**src/rtl/pwm_pkg.sv**
```systemverilog
// Shared types and constants for the PWM controller: FSM states, phase width
// and the per-channel output decision.
package pwm_pkg;

    localparam int         PHASE_W    = 8;
    localparam logic [7:0] PHASE_LAST = 8'hFF;

    typedef enum logic [1:0] {
        ST_STOP  = 2'd0,
        ST_RUN   = 2'd1,
        ST_DRAIN = 2'd2
    } pwm_state_e;

    // Full-scale duty (8'hFF) is forced high so the channel can reach 100%.
    function automatic logic chan_level(
        input logic               out_en,
        input logic               pwm_en,
        input logic [PHASE_W-1:0] duty,
        input logic [PHASE_W-1:0] phase
    );
        logic lvl;
        if (!out_en) begin
            lvl = 1'b0;
        end else if (!pwm_en) begin
            lvl = 1'b1;
        end else if (duty == PHASE_LAST) begin
            lvl = 1'b1;
        end else begin
            lvl = (phase < duty);
        end
        return lvl;
    endfunction

endpackage

```
**src/rtl/pwm_prescaler.sv**
```systemverilog
// Clock prescaler: produces a one-clk phase tick every CLK_DIV enabled clocks.
// The clear input holds the counter at zero while the controller is stopped.
module pwm_prescaler #(
    parameter int CLK_DIV = 13
) (
    input  logic clk,
    input  logic rst,
    input  logic en,
    input  logic clear,
    output logic tick
);
    localparam int              DIV_W    = (CLK_DIV > 1) ? $clog2(CLK_DIV) : 1;
    localparam logic [DIV_W-1:0] DIV_LAST = DIV_W'(CLK_DIV - 1);

    logic [DIV_W-1:0] div_q;
    logic [DIV_W-1:0] div_d;

    always_comb begin
        tick  = en && (div_q == DIV_LAST);
        div_d = div_q;
        if (clear) begin
            div_d = '0;
        end else if (tick) begin
            div_d = '0;
        end else if (en) begin
            div_d = div_q + DIV_W'(1);
        end else begin
            div_d = div_q;
        end
    end

    always_ff @(posedge clk) begin
        if (rst) begin
            div_q <= '0;
        end else begin
            div_q <= div_d;
        end
    end

endmodule

```
**src/rtl/pwm_controller.sv**
```systemverilog
// PWM controller: run/drain/stop FSM, 8-bit phase counter, staged config that
// commits atomically at a period boundary, and registered channel outputs.
module pwm_controller
    import pwm_pkg::*;
#(
    parameter int CLK_DIV = 13,
    parameter int CH      = 16
) (
    input  logic               clk,
    input  logic               rst,
    input  logic               run,
    input  logic               cfg_update,
    input  logic [CH-1:0]      cfg_out_en,
    input  logic [CH-1:0]      cfg_pwm_en,
    input  logic [PHASE_W-1:0] cfg_duty,
    output logic [CH-1:0]      pwm_out,
    output logic               period_start,
    output logic               cfg_pending,
    output logic               cfg_commit,
    output logic [1:0]         state_o
);
    pwm_state_e          state_q, state_d;
    logic [PHASE_W-1:0]  phase_q, phase_d;
    logic [CH-1:0]       stg_out_en_q, stg_pwm_en_q, act_out_en_q, act_pwm_en_q;
    logic [PHASE_W-1:0]  stg_duty_q, act_duty_q;
    logic                pending_q, pending_d;
    logic                commit_q, period_start_q;
    logic [CH-1:0]       pwm_q, pwm_d;
    logic                counting_s, tick_s, boundary_s, commit_s, bypass_s;

    assign counting_s = (state_q != ST_STOP);
    assign boundary_s = tick_s && (phase_q == PHASE_LAST);

    pwm_prescaler #(.CLK_DIV(CLK_DIV)) u_prescaler (
        .clk   (clk),
        .rst   (rst),
        .en    (counting_s),
        .clear (!counting_s),
        .tick  (tick_s)
    );

    always_comb begin
        state_d = state_q;
        case (state_q)
            ST_STOP: begin
                if (run) state_d = ST_RUN;
                else     state_d = ST_STOP;
            end
            ST_RUN: begin
                if (!run) state_d = ST_DRAIN;
                else      state_d = ST_RUN;
            end
            ST_DRAIN: begin
                if (run)             state_d = ST_RUN;
                else if (boundary_s) state_d = ST_STOP;
                else                 state_d = ST_DRAIN;
            end
            default: state_d = ST_STOP;
        endcase
    end

    always_comb begin
        phase_d = phase_q;
        if (!counting_s) begin
            phase_d = '0;
        end else if (tick_s) begin
            phase_d = phase_q + 8'd1;
        end else begin
            phase_d = phase_q;
        end
    end

    // A strobe landing on the boundary bypasses staging and commits directly.
    always_comb begin
        bypass_s  = cfg_update && boundary_s;
        commit_s  = bypass_s || (pending_q && (!counting_s || boundary_s));
        pending_d = pending_q;
        if (cfg_update) begin
            pending_d = !boundary_s;
        end else if (commit_s) begin
            pending_d = 1'b0;
        end else begin
            pending_d = pending_q;
        end
    end

    always_comb begin
        pwm_d = '0;
        for (int i = 0; i < CH; i++) begin
            if (counting_s) begin
                pwm_d[i] = chan_level(act_out_en_q[i], act_pwm_en_q[i], act_duty_q, phase_q);
            end else begin
                pwm_d[i] = 1'b0;
            end
        end
    end

    always_ff @(posedge clk) begin
        if (rst) begin
            state_q        <= ST_STOP;
            phase_q        <= '0;
            stg_out_en_q   <= '0;
            stg_pwm_en_q   <= '0;
            stg_duty_q     <= '0;
            act_out_en_q   <= '0;
            act_pwm_en_q   <= '0;
            act_duty_q     <= '0;
            pending_q      <= 1'b0;
            commit_q       <= 1'b0;
            period_start_q <= 1'b0;
            pwm_q          <= '0;
        end else begin
            state_q        <= state_d;
            phase_q        <= phase_d;
            pending_q      <= pending_d;
            commit_q       <= commit_s;
            period_start_q <= (state_q == ST_RUN) && boundary_s;
            pwm_q          <= pwm_d;
            if (cfg_update) begin
                stg_out_en_q <= cfg_out_en;
                stg_pwm_en_q <= cfg_pwm_en;
                stg_duty_q   <= cfg_duty;
            end
            if (bypass_s) begin
                act_out_en_q <= cfg_out_en;
                act_pwm_en_q <= cfg_pwm_en;
                act_duty_q   <= cfg_duty;
            end else if (commit_s) begin
                act_out_en_q <= stg_out_en_q;
                act_pwm_en_q <= stg_pwm_en_q;
                act_duty_q   <= stg_duty_q;
            end
        end
    end

    assign pwm_out      = pwm_q;
    assign period_start = period_start_q;
    assign cfg_pending  = pending_q;
    assign cfg_commit   = commit_q;
    assign state_o      = state_q;

endmodule

```
**config.mk**
```make
export PLATFORM = sky130hd
export DESIGN_NAME = pwm_controller
export DESIGN_NICKNAME = d
export VERILOG_FILES = /design/src/rtl/pwm_pkg.sv /design/src/rtl/pwm_prescaler.sv /design/src/rtl/pwm_controller.sv
export SDC_FILE = /design/constraint.sdc
export NUM_CORES = 1
export LEC_CHECK = 0
export ABC_CLOCK_PERIOD_IN_PS = 3600
export CAP_MARGIN = 10
export CELL_PAD_IN_SITES_DETAIL_PLACEMENT = 1
export CELL_PAD_IN_SITES_GLOBAL_PLACEMENT = 1
export CORE_AREA = 3 3 123 102
export CTS_CLUSTER_DIAMETER = 50
export DETAILED_ROUTE_END_ITERATION = 8
export DIE_AREA = 0 0 126 105
export HOLD_SLACK_MARGIN = 0.1
export PLACE_DENSITY_LB_ADDON = 0.1
export SLEW_MARGIN = 20
export SYNTH_ARGS = -nofsm -noshare
export SYNTH_HDL_FRONTEND = slang
export SYNTH_SLANG_ARGS = --single-unit
```
**constraint.sdc**
```tcl
create_clock -name clk -period 3.6 [get_ports clk]
set_clock_uncertainty 0.2 [all_clocks]
set_input_delay 0.72 -clock clk [delete_from_list [all_inputs] [get_ports clk]]
set_output_delay 0.72 -clock clk [all_outputs]
set_load 0.05 [all_outputs]
```
==> After elaboration in Yosys (flattened, before gate mapping) <==
Index checks and enable logic that the tools add are counted.
{ "totals": {"mem_bits_ro": 0, "latchBits": 0, "out_inout_bits": 21, "memories": 0, "ramBits": 0, "ff_bits": 113, "elab_cells": 114, "input_bits": 44} }
{ "op_classes": {"shifts": 0, "n_mul": 0, "add_sub_neg": 2, "magnitude_cmp": 1, "div": 0, "n_reduce_logical": 31, "mux": 30, "eq_ne": 5, "bitwise_logic": 17} }
{ "op_table": {"columns": ["operator", "count"], "rows": [
  ["2-to-1 mux 16 bit", 4],
  ["OR reduction 3 bit", 17],
  ["2-to-1 mux 1 bit", 20],
  ["inverter 1 bit", 17],
  ["== test 8 bit (second input constant)", 2],
  ["2-to-1 mux 8 bit", 2],
  ["adder 8 x 1 -> 8 bit (second input constant)", 1],
  ["< comparator 8 bit", 1],
  ["2-to-1 mux 2 bit", 3],
  ["case mux 2 bit (3 select lines)", 1],
  ["nonzero test 2 bit", 3],
  ["logical AND 1 bit", 5],
  ["adder 4 x 1 -> 4 bit (second input constant)", 1],
  ["== test 4 bit (second input constant)", 1],
  ["== test 2 x 1 -> 1 bit (second input constant)", 1],
  ["== test 2 bit (second input constant)", 1],
  ["logical NOT 1 bit", 2],
  ["logical NOT 2 bit", 1],
  ["logical OR 1 bit", 2],
  ["OR reduction 2 bit", 1]
]} }

==> Logic depth before layout (Yosys ltp) <==
{ "depth": {"ltp_word": 8, "ltp_mapped": 8, "mapped_depth_nobuf": 6} }

==> By module <==
From an unflattened synthesis, not the netlist that was laid out.
{ "hier_totals": {"hier_cells": 499, "area_unflattened_um2": 4763.3} }
{ "modules_own_cells": {"columns": ["mod", "instances", "area_each_um2", "cells_each", "seq_area_each_um2"], "rows": [
  ["pwm_controller", 1, 4566.9, 479, 2182.1],
  ["pwm_prescaler", 1, 196.4, 20, 80.1]
]} }

==> Least setup slack after synthesis <==
Ideal clock, no wire load.
{ "synth_timing": {"path_kind": "register to register", "from": "register state_q[1] (netlist: state_o[1])", "to": "register act_out_en_q[0]", "arrival_time_ns": 2.040, "path_stages_with_launch": 8, "required_ns": 3.254, "setup_time_ns": 0.146, "synth_period_minus_slack_ns": 2.386, "setup_slack_ns": 1.214, "path_buffers": 3, "path_cell_list": "dfxtp_1 -> buf_2 -> o2111ai_4 -> or4_1 -> buf_6 -> buf_12 -> nor2_4 -> a211oi_2"} }
{ "synth_between": {"elab_chain_cells": 7, "elab_cells_between_ends": 10, "cone_classes": "mux (1); reduce/logical (9)"} }
{ "synth_lines": {"columns": ["element", "line", "source"], "rows": [
  ["start, declared", "pwm_controller.sv:22", "pwm_state_e state_q, state_d;"],
  ["start signal, assigned", "pwm_controller.sv:113", "state_q <= state_d;"],
  ["nonzero test 2 bit (*)", "pwm_controller.sv:31", "assign counting_s = (state_q != ST_STOP);"],
  ["logical AND 1 bit", "pwm_prescaler.sv:19", "tick = en && (div_q == DIV_LAST);"],
  ["logical AND 1 bit", "pwm_controller.sv:32", "assign boundary_s = tick_s && (phase_q == PHASE_LAST);"],
  ["logical OR 1 bit", "pwm_controller.sv:76", "commit_s = bypass_s || (pending_q && (!counting_s || boundary_s));"],
  ["logical AND 1 bit", "pwm_controller.sv:76", null],
  ["logical OR 1 bit", "pwm_controller.sv:76", null],
  ["nonzero test 2 bit (no line)", null, null],
  ["end signal, assigned", "pwm_controller.sv:125", "act_out_en_q <= cfg_out_en;"],
  ["end signal, assigned", "pwm_controller.sv:129", "act_out_en_q <= stg_out_en_q;"],
  ["end, declared", "pwm_controller.sv:24", "logic [CH-1:0] stg_out_en_q, stg_pwm_en_q, act_out_en_q, act_pwm_en_q;"]
]} }
Mark *: on every way between the ends. The rest lies on a longest branch, timed or not.
A chain may end at the register's enable or synchronous reset.

==> Final worst setup path <==
{ "layout_timing": {"from": "register state_q[0] (netlist: state_o[0])", "to": "output port state_o[0]"} }
{ "layout_lines": {"columns": ["element", "line", "source"], "rows": [
  ["end, declared", "pwm_controller.sv:20", "output logic [1:0] state_o"]
]} }
No word-level cell between the ends.

==> flow_summary.toml <==
[pwr]
total_leakage_power_nw = 2.30
combPwrFrac = 0.087
p_sw_mw = 0.760
power_frac_seq = 0.427
ir_worst_vdd_mv = 0.325
switching_share = 0.244
clkPwrFrac = 0.486
p_int_mw = 2.36
powerDensity_nw_per_um2 = 489

[cts]
cts_hold_buffers = 0
cts_max_path_buffers = 2
clkSlewWorstSetupHoldPaths_ns = 0.05
post-cts-setup-buffer-count = 0
clock_latency_ns = 0.41
h-tree-depth = 4
post_cts_resized = 0
cts_root_buf = "clkbuf_16"
cts.sinks = 113
cts_buffers = 17
cts_tree = "yes"

[layout]
fin_area_um2 = 6390
multiInputGateArea_um2 = 2630
final_nets = 651
n_antenna_cell = 0
register_area_um2 = 2260
post_route_cells_drive_above_1_share = 0.145
syn2layout_area_growth_pct = 22.7
fillerInstances = 1281

[synthesis]
synth_seq_cells = 113
yosysSeqAreaShare = 0.435
synthFlopType = "dfxtp_1"
synth_area_per_cell_um2 = 9.52
syn_nets = 601
synth-edff-count = 0
synth-async-reset-ratio = 0
synth_area_um2 = 5210
synthesis.instances = 547
yosysWarnings = 0
ys_types = 47

[placed_design]
place_area_um2 = 5870
dpl.hpwl_um = 9610
portBuffers = 64
gp_congestion = 0.776

[floorplanning]
fp.dieW_um = 126
io_pins = 65
die_area_um2 = 13200
rows = 35
coreArea_um2 = 11400
initial_core_util = 0.457
die_h_um = 105

[setup_path]
path_max_fanout = 10
path_class = "flop to primary output"
crit_required_ns = 2.68
reg2reg_slack_ns = 0.94
cp_top_family = "buffers and inverters"
r2r-end = "act_pwm_en_q[4]$_SDFFE_PP0P_"
r2r_cells = 7
r2r_start = "u_prescaler.div_q[0]$_SDFF_PP0_"
cp_data_arrival_time_ns = 1.88
cp_cell_sequence = "clkdlybuf4s50_1"
slowest_stage = "clkdlybuf4s50_1"
worst-path-buf-inv = 1
cp-end-kind = "primary output"
start_kind = "flop"
slowest_delay_ns = 0.89

[route]
avgRoutedWirePerCell_um = 19.7
wirelength_um = 14900
vias = 4301
drtIter0Drc = 264
vias_per_cell = 5.69
drc_errors = 0
drtAntennaViolNets = 0
drt-pass1-iter-count = 4

[global_routing]
grt_antenna_before_repair = 0
grt_pass1_vias = 4722
grt_usage = 0.231
grt_pass1_wl_um = 24600
gr-total-overflow = 0
grt_max_degree = 42

[timing]
worst_slew_pin_slew_ns = 0.886
finalHoldViolations = 0
fin_crit_ns = 2.80
period_share = 0.777
slew_headroom = 0.409
finalMaxSlewViolations = 0
finalSetupTns_ns = 0
setup_violations = 0
clock.fmax_ghz = 0.358
rsz0062_at_grt = "no"

[worst_hold_path]
hold_depth = 1
hold_path.class = "flop to flop"
hold_start = "stg_pwm_en_q[6]$_SDFFE_PP0P_"
min_to = "stg_pwm_en_q[6]$_SDFFE_PP0P_"

[job]
cap_violations = 0

[status]
status = "finished clean"
cells in the mapped netlist, types with 2 or more instances:
library cell / n / area (um^2)
or4_1: 3 / 22.5
o22ai_1: 6 / 37.5
nor2_4: 20 / 225
o21ai_0: 3 / 15.0
xor2_1: 3 / 26.3
xnor2_1: 3 / 26.3
buf_1: 4 / 15.0
nand2_1: 42 / 158
and2_1: 14 / 87.6
o2111a_1: 17 / 191
nand2b_1: 7 / 43.8
nor2_1: 46 / 173
buf_6: 4 / 45.0
and4_1: 2 / 17.5
dfxtp_1: 113 / 2260
buf_2: 11 / 55.1
ha_1: 10 / 125
a211oi_2: 21 / 263
clkbuf_1: 20 / 75.1
and3_1: 4 / 25.0
o21a_1: 10 / 75.1
buf_12: 2 / 40.0
a221oi_1: 6 / 52.6
a2bb2oi_1: 9 / 78.8
a21oi_1: 56 / 280
nor3_1: 3 / 15.0
nand4_1: 18 / 113
mux2i_1: 25 / 250
inv_1: 21 / 78.8
nor2b_1: 2 / 12.5
a211oi_1: 7 / 52.6
nand3_1: 20 / 100
power by group through the flow:
stage / registers [mW] / logic [mW] / clock network [mW]
after floorplan: 1.35 / 0.150 / 0
after global routing: 1.34 / 0.296 / 1.59
final: 1.33 / 0.272 / 1.52
after global placement: 1.35 / 0.263 / 0
after detailed placement: 1.36 / 0.271 / 0
after CTS: 1.33 / 0.273 / 1.53
final cells by class:
cell class,count,share of cell area
Timing Repair Buffer,73,0.111
Clock inverter,8,0.0102
Tap cell,148,0.0290
Inverter,21,0.0123
Clock buffer,22,0.0711
Multi-Input combinational cell,371,0.412
Sequential cell,113,0.354
placed cells by master, fill, tap and decap left out, types with 2 or more instances in the layout:
cell type,count
and3_1,4
nor2_4,20
and4_1,2
a221oi_1,6
clkinv_2,7
buf_2,2
nor2b_1,2
o2111a_1,17
a211oi_1,7
clkbuf_16,17
xnor2_1,3
ha_1,10
dfxtp_1,113
a2bb2oi_1,9
inv_1,21
xor2_1,3
buf_4,8
nand4_1,18
o21ai_0,3
nor2_1,46
or4_2,2
clkbuf_1,4
o22ai_1,6
and2_1,14
mux2i_1,25
nand2_1,42
nand3_1,20
nor3_1,3
a21oi_1,56
clkdlybuf4s50_1,62
nand2b_1,7
a211oi_2,21
o21a_1,10
state kept, by name (all words and copies together) (netlist names):
register and cells:
act_duty_q 8, act_out_en_q 16, act_pwm_en_q 16, cfg_commit 1, cfg_pending 1, period_start 1, phase_q 8, pwm_out 16
state_o 2, stg_duty_q 8, stg_out_en_q 16, stg_pwm_en_q 16, u_prescaler.div_q 4
logic make-up (layout without fill, tap and decap cells):
kind of cell	after synthesis	in the layout	share of synthesized area
fa+ha+maj	10	10	0.0240
xor+xnor	6	6	0.0101
compound gates	142	142	0.218
simple gates	188	188	0.205
mux	25	25	0.0481
flops	113	113	0.435
buf+inv	63	124	0.0608
worst max path at each step:
stage	from	end	slack (ns)	cells past startpoint
global route	state_o[0]$_SDFF_PP0_	state_o[0]	0.74	1
detailed placement	cfg_update	act_pwm_en_q[4]$_SDFFE_PP0P_	0.85	6
floorplan	state_o[1]$_SDFF_PP0_	act_out_en_q[0]$_SDFFE_PP0P_	1.21	7
global placement	cfg_update	act_pwm_en_q[4]$_SDFFE_PP0P_	0.92	6
CTS	state_o[0]$_SDFF_PP0_	state_o[0]	0.79	1
finish	state_o[0]$_SDFF_PP0_	state_o[0]	0.80	1
stage by stage:
step / power (mW) / utilization / std cells / setup slack [ns] / hold slack [ns]
after floorplan: 1.50 / - / 547 / 1.21 / 0.228
after global placement: 1.62 / 0.515 / 726 / 0.923 / 0.234
after detailed placement: 1.63 / 0.515 / 726 / 0.852 / 0.246
after CTS: 3.14 / 0.561 / 756 / 0.791 / 0.258
after global routing: 3.23 / 0.561 / 756 / 0.742 / 0.269
final: 3.12 / 0.561 / 756 / 0.804 / 0.256
routing by layer:
layer | vias to the layer above | share of wire | track usage
li1 | 2064 | - | -
met1 | 2141 | 0.48 | 0.308
met2 | 79 | 0.47 | 0.376
met3 | 17 | 0.041 | 0.0521
met4 | 0 | 0.011 | 0.0658
met5 | - | 0 | 0
Power figures use the tool's default switching activity.
==> variant 1: new RTL, same flow settings <==
`CH`: 16 -> 24.
--- a/src/rtl/pwm_controller.sv
+++ b/src/rtl/pwm_controller.sv
@@ -4,7 +4,7 @@
     import pwm_pkg::*;
 #(
     parameter int CLK_DIV = 13,
-    parameter int CH      = 16
+    parameter int CH      = 24
 ) (
     input  logic               clk,
     input  logic               rst,
Interface: changed (resized cfg_out_en, cfg_pwm_en and pwm_out); port bits go from 65 to 89. The function was not compared with the original's and may differ.
==> variant 1 against the original RTL <==
- routed wire length rose by 40%
- worst hold slack improved by 0.011 ns
- count of clock-buffer cells in the layout decreased by 5
- cell area up 22%
- synthesized area increased by 21%
- global-route usage up 8.8 points
- sequential cell count up 40
- utilization rose by 13 points
- total power up 29%
- critical path depth increased by 6
- setup slack lost 0.46 ns
- cell count up 15%
- sequential power is 37% higher
- largest cell class is now sequential cells
- largest power group is now registers
==> variant 1: results <==
export IMPL_pin_count_of_the_biggest_net_entering_global_routing=49
export IMPL_drt_initial_drc_count=409
export IMPL_p_leak_uw=0.00309
export IMPL_switching_share_pct=26.4
export IMPL_outcome="completed"
export IMPL_grt_total_usage_pct=31.9
export IMPL_cp_slowest_cell="sky130_fd_sc_hd__or4_1"
export IMPL_vdd_ir_drop_max_mv=0.339
export IMPL_ys_top_cells_by_count="sky130_fd_sc_hd__dfxtp_1 (153), sky130_fd_sc_hd__mux2i_1 (90), sky130_fd_sc_hd__nor2_1 (78), sky130_fd_sc_hd__and3_1 (51), sky130_fd_sc_hd__o2bb2ai_1 (45)"
export IMPL_fillers=1212
export IMPL_crit_path_max_fanout=25
export IMPL_post_place_ws_ns=0.522
export IMPL_gp_congestion=0.772
export IMPL_final_cell_count_no_fill=866
export IMPL_vias_per_std_cell=6.17
export IMPL_max_slew_margin_pct=32.9
export IMPL_grt_first_pass_wirelength_um=32800
export IMPL_netlist_instances=634
export IMPL_first_pass_iters=5
export IMPL_placed_cells_incl_taps=834
export IMPL_cts_reportedPaths_clkPinSlew_ns=0.07
export IMPL_routed_wl_um=21000
export IMPL_postSynthNetCount=704
export IMPL_detailed_place_area_mm2=0.00723
export IMPL_synth_seq_area_share_pct=48.7
export IMPL_yosysUniqueCellTypes=38
export IMPL_worst_path_largest_cell_delay_ns=0.79
export IMPL_vias_in_the_first_global_route=5829
export IMPL_post_route_cells_drive_above_1_share_pct=9.19
export IMPL_placement_io_buffers=88
==> variant 1: changes by cell type in the layout (fill, tap and decap cells not counted), sizes merged, moves of 17 or more <==
cell           unedited run  this run
and3                      4        51
mux2i                    25        90
clkdlybuf4s50            62        86
dfxtp                   113       153
o2bb2ai                   0        45
a21oi                    56        11
nand3                    20         3
==> variant 1: critical path, delay by kind of cell, from the launching register on <==
kind                       cells  cell delay, ns
adders and majority gates      1            0.25
DFF                            1            0.33
and+or+nand+nor                2            1.34
AOI/OAI and AO/OA              2            0.66
buffers and inverters          2            0.36
==> variant 1: cells by family after synthesis <==
logic type,count (synthesis),share of synthesized area (%)
mux,90,14.3
compound gates,114,14.3
xor+xnor,6,0.836
buf+inv,62,4.64
simple gates,199,15.2
fa+ha+maj,10,1.99
flops,153,48.7
==> variant 1: worst paths after layout <==
check	endpoint	slack, ns	cells after the start
worst max-delay path	act_out_en_q[21]	0.34	7
worst min-delay path	pwm_out[6]	0.27	2
worst max register to register	act_out_en_q[21]	0.34	7
worst min register to register	pwm_out[6]	0.27	2
==> variant 1: routing by layer <==
| metal | global-route usage [%] | part of all wire (%) | vias up |
|---|---|---|---|
| met5 | 0 | 0 | - |
| met4 | 12.6 | 2.7 | 0 |
| met3 | 6.34 | 4.4 | 49 |
| met2 | 54.6 | 50 | 190 |
| met1 | 39.3 | 43 | 2675 |
| li1 | - | - | 2429 |
==> variant 1: final cells by class <==
cell class	count	share of cell area (%)
multi-input cells	419	37.8
repair buffers	100	12.4
clock inverters	15	2.08
clock buffers	17	5.44
well taps	148	2.37
inverters	14	0.672
flip-flops and latches	153	39.2
==> variant 1: through the flow <==
stage / power [µW] / utilization (%)
final: 4030 / 68.7
after global routing: 4130 / 68.7
after CTS: 4040 / 68.6
after detailed placement: 2220 / 63.5
after global placement: 2200 / 63.5
after floorplan: 2060 / -
==> variant 1: power groups by stage <==
stage | Clock (µW) | Combinational [µW] | Sequential [µW]
floorplan | 0 | 214 | 1840
global placement | 0 | 353 | 1840
detailed placement | 0 | 370 | 1850
CTS | 1830 | 387 | 1820
global route | 1890 | 416 | 1820
finish | 1820 | 391 | 1820
==> variant 2: new RTL, config.mk and constraints unchanged <==
Without the edit above. Put one more register stage on the output `pwm_out`, without a reset. The value now appears one clock later. The other outputs are not delayed to match.
--- a/src/rtl/pwm_controller.sv
+++ b/src/rtl/pwm_controller.sv
@@ -133,7 +133,9 @@
         end
     end
 
-    assign pwm_out      = pwm_q;
+    always_ff @(posedge clk) begin
+        pwm_out <= pwm_q;
+    end
     assign period_start = period_start_q;
     assign cfg_pending  = pending_q;
     assign cfg_commit   = commit_q;
Check against the original RTL: not equivalent (Yosys sat finds a counterexample within 4 cycles, from zero or initial values and one cycle with rst high).
==> variant 2 against the original RTL <==
- critical path depth up 7
- sequential cell count up 16
- sequential power up 13%
- die area unchanged
- register-to-register slack worse by 0.02 ns
- setup slack better by 0.12 ns
- routed wire length down 20%
- cell area down 5.0%
- non-clock buffer count down 1
- synthesized area down 9.8%
- total power up 12%
- first-iteration DRC count down 31%
- worst hold slack worse by 0.13 ns
- largest power group unchanged
==> variant 2: results <==
export IMPL_grt_total_usage_pct=18.8
export IMPL_netlist_top_cells_area="sky130_fd_sc_hd__dfxtp_1 (55%), sky130_fd_sc_hd__a221o_1 (6.2%), sky130_fd_sc_hd__a21oi_1 (5.6%), sky130_fd_sc_hd__nor2_1 (5.5%), sky130_fd_sc_hd__nand2_1 (4.5%)"
export IMPL_gp_congestion=0.723
export IMPL_routed_wl_um=12000
export IMPL_grt_first_pass_wirelength_um=20000
export IMPL_worst_r2r_setup_slack_ns=0.92
export IMPL_crit_path_max_fanout=29
export IMPL_vias_in_the_first_global_route=3927
export IMPL_postSynthNetCount=544
export IMPL_pin_count_of_the_biggest_net_entering_global_routing=59
export IMPL_post_route_cells_drive_above_1_share_pct=8.64
export IMPL_p_leak_uw=0.00237
export IMPL_hold_slack_ns=0.126
export IMPL_hold_start="pwm_q[8]"
export IMPL_cts_resized=0
export IMPL_dpl_hpwl_um=7480
export IMPL_final_nets=608
export IMPL_vdd_ir_drop_max_mv=0.341
export IMPL_cp_slowest_cell="sky130_fd_sc_hd__or4_4"
export IMPL_cp_top_family="simple AND/OR/NAND/NOR gates"
export IMPL_synth_compound_gate_area_share_pct=16.1
export IMPL_yosys_area_share_adder_pct=2.66
export IMPL_synth_seq_area_share_pct=55.0
export IMPL_gr_layer_usage_met1_pct=24.5
export IMPL_detailed_place_area_mm2=0.00546
export IMPL_arrival_ns=2.77
export IMPL_globalRouteMet2Util_pct=30.8
export IMPL_placement_io_buffers=64
export IMPL_cts_post_setup_buffers_inserted=0
export IMPL_clock_insertion_delay_worst_skew_ns=0.41
export IMPL_fillers=1272
export IMPL_htreeDepth=4
export IMPL_hold_path_class="register to register"
export IMPL_first_pass_iters=4
export IMPL_synth_xor_xnor_area_share_pct=0.933
export IMPL_antenna_found_initial=0
export IMPL_outcome="completed"
export IMPL_worst_path_largest_cell_delay_ns=0.68
export IMPL_gr_usage_met3_pct=5.06
export IMPL_vias=3741
export IMPL_ys_top_cells_by_count="sky130_fd_sc_hd__dfxtp_1 (129), sky130_fd_sc_hd__nor2_1 (69), sky130_fd_sc_hd__nand2_1 (56), sky130_fd_sc_hd__a21oi_1 (53), sky130_fd_sc_hd__nand2b_1 (31)"
export IMPL_yosysUniqueCellTypes=44
export IMPL_critical_path_reg2reg_startpoint="u_prescaler.div_q[0]"
export IMPL_worst_slew_pin_slew_ns=0.613
export IMPL_cts_root_to_sink_buffers=2
export IMPL_cts_reportedPaths_clkPinSlew_ns=0.06
export IMPL_critPathLaunchType="register"
export IMPL_proportion_of_synthesized_area_in_mux_cells_pct=4.05
export IMPL_drt_initial_drc_count=182
-- variant 2: power by group --
part,switching (µW),leakage [µW],internal [µW],total [µW]
registers,27.5,0.00105,1470,1500
clock network,655,0.000300,1130,1780
logic,126,0.00102,99.8,226
total,809,0.00237,2700,3510
-- variant 2: stage by stage --
stage	total power, µW	worst slack (ns)	std cells
4_1_cts	3550	0.917	715
3_3_place_gp	1750	1.02	683
3_5_place_dp	1760	0.928	683
5_1_grt	3630	0.708	715
2_1_floorplan	1650	1.01	490
6_report	3510	0.924	715
-- variant 2: final cells by class --
cell class / count / area, µm² / share of cell area, %
clock buffers: 20 / 457 / 7.53
clock inverters: 12 / 156 / 2.58
inverters: 13 / 48.8 / 0.804
multi-input cells: 321 / 1950 / 32.1
flip-flops and latches: 129 / 2580 / 42.6
well taps: 148 / 185 / 3.05
repair buffers: 72 / 691 / 11.4
-- variant 2: kinds of logic after synthesis --
group / count (synthesis)
flip-flops: 129
AO/OA/AOI/OAI: 108
AND/OR/NAND/NOR: 179
XOR/XNOR: 5
adder cells (fa/ha/maj): 10
multiplexers: 19
buffers and inverters: 40
-- variant 2: final timing paths --
kind                                          to  cells after the start
worst max-delay path            act_pwm_en_q[15]                      8
worst min-delay path                  pwm_out[8]                      0
worst max register to register  act_pwm_en_q[15]                      8
worst min register to register        pwm_out[8]                      0
-- variant 2: layer usage --
layer | part of all wire (%) | routed length, µm
met5 | 0 | 0
met4 | 0.67 | 80
met3 | 3.9 | 462
met2 | 48 | 5730
met1 | 48 | 5690
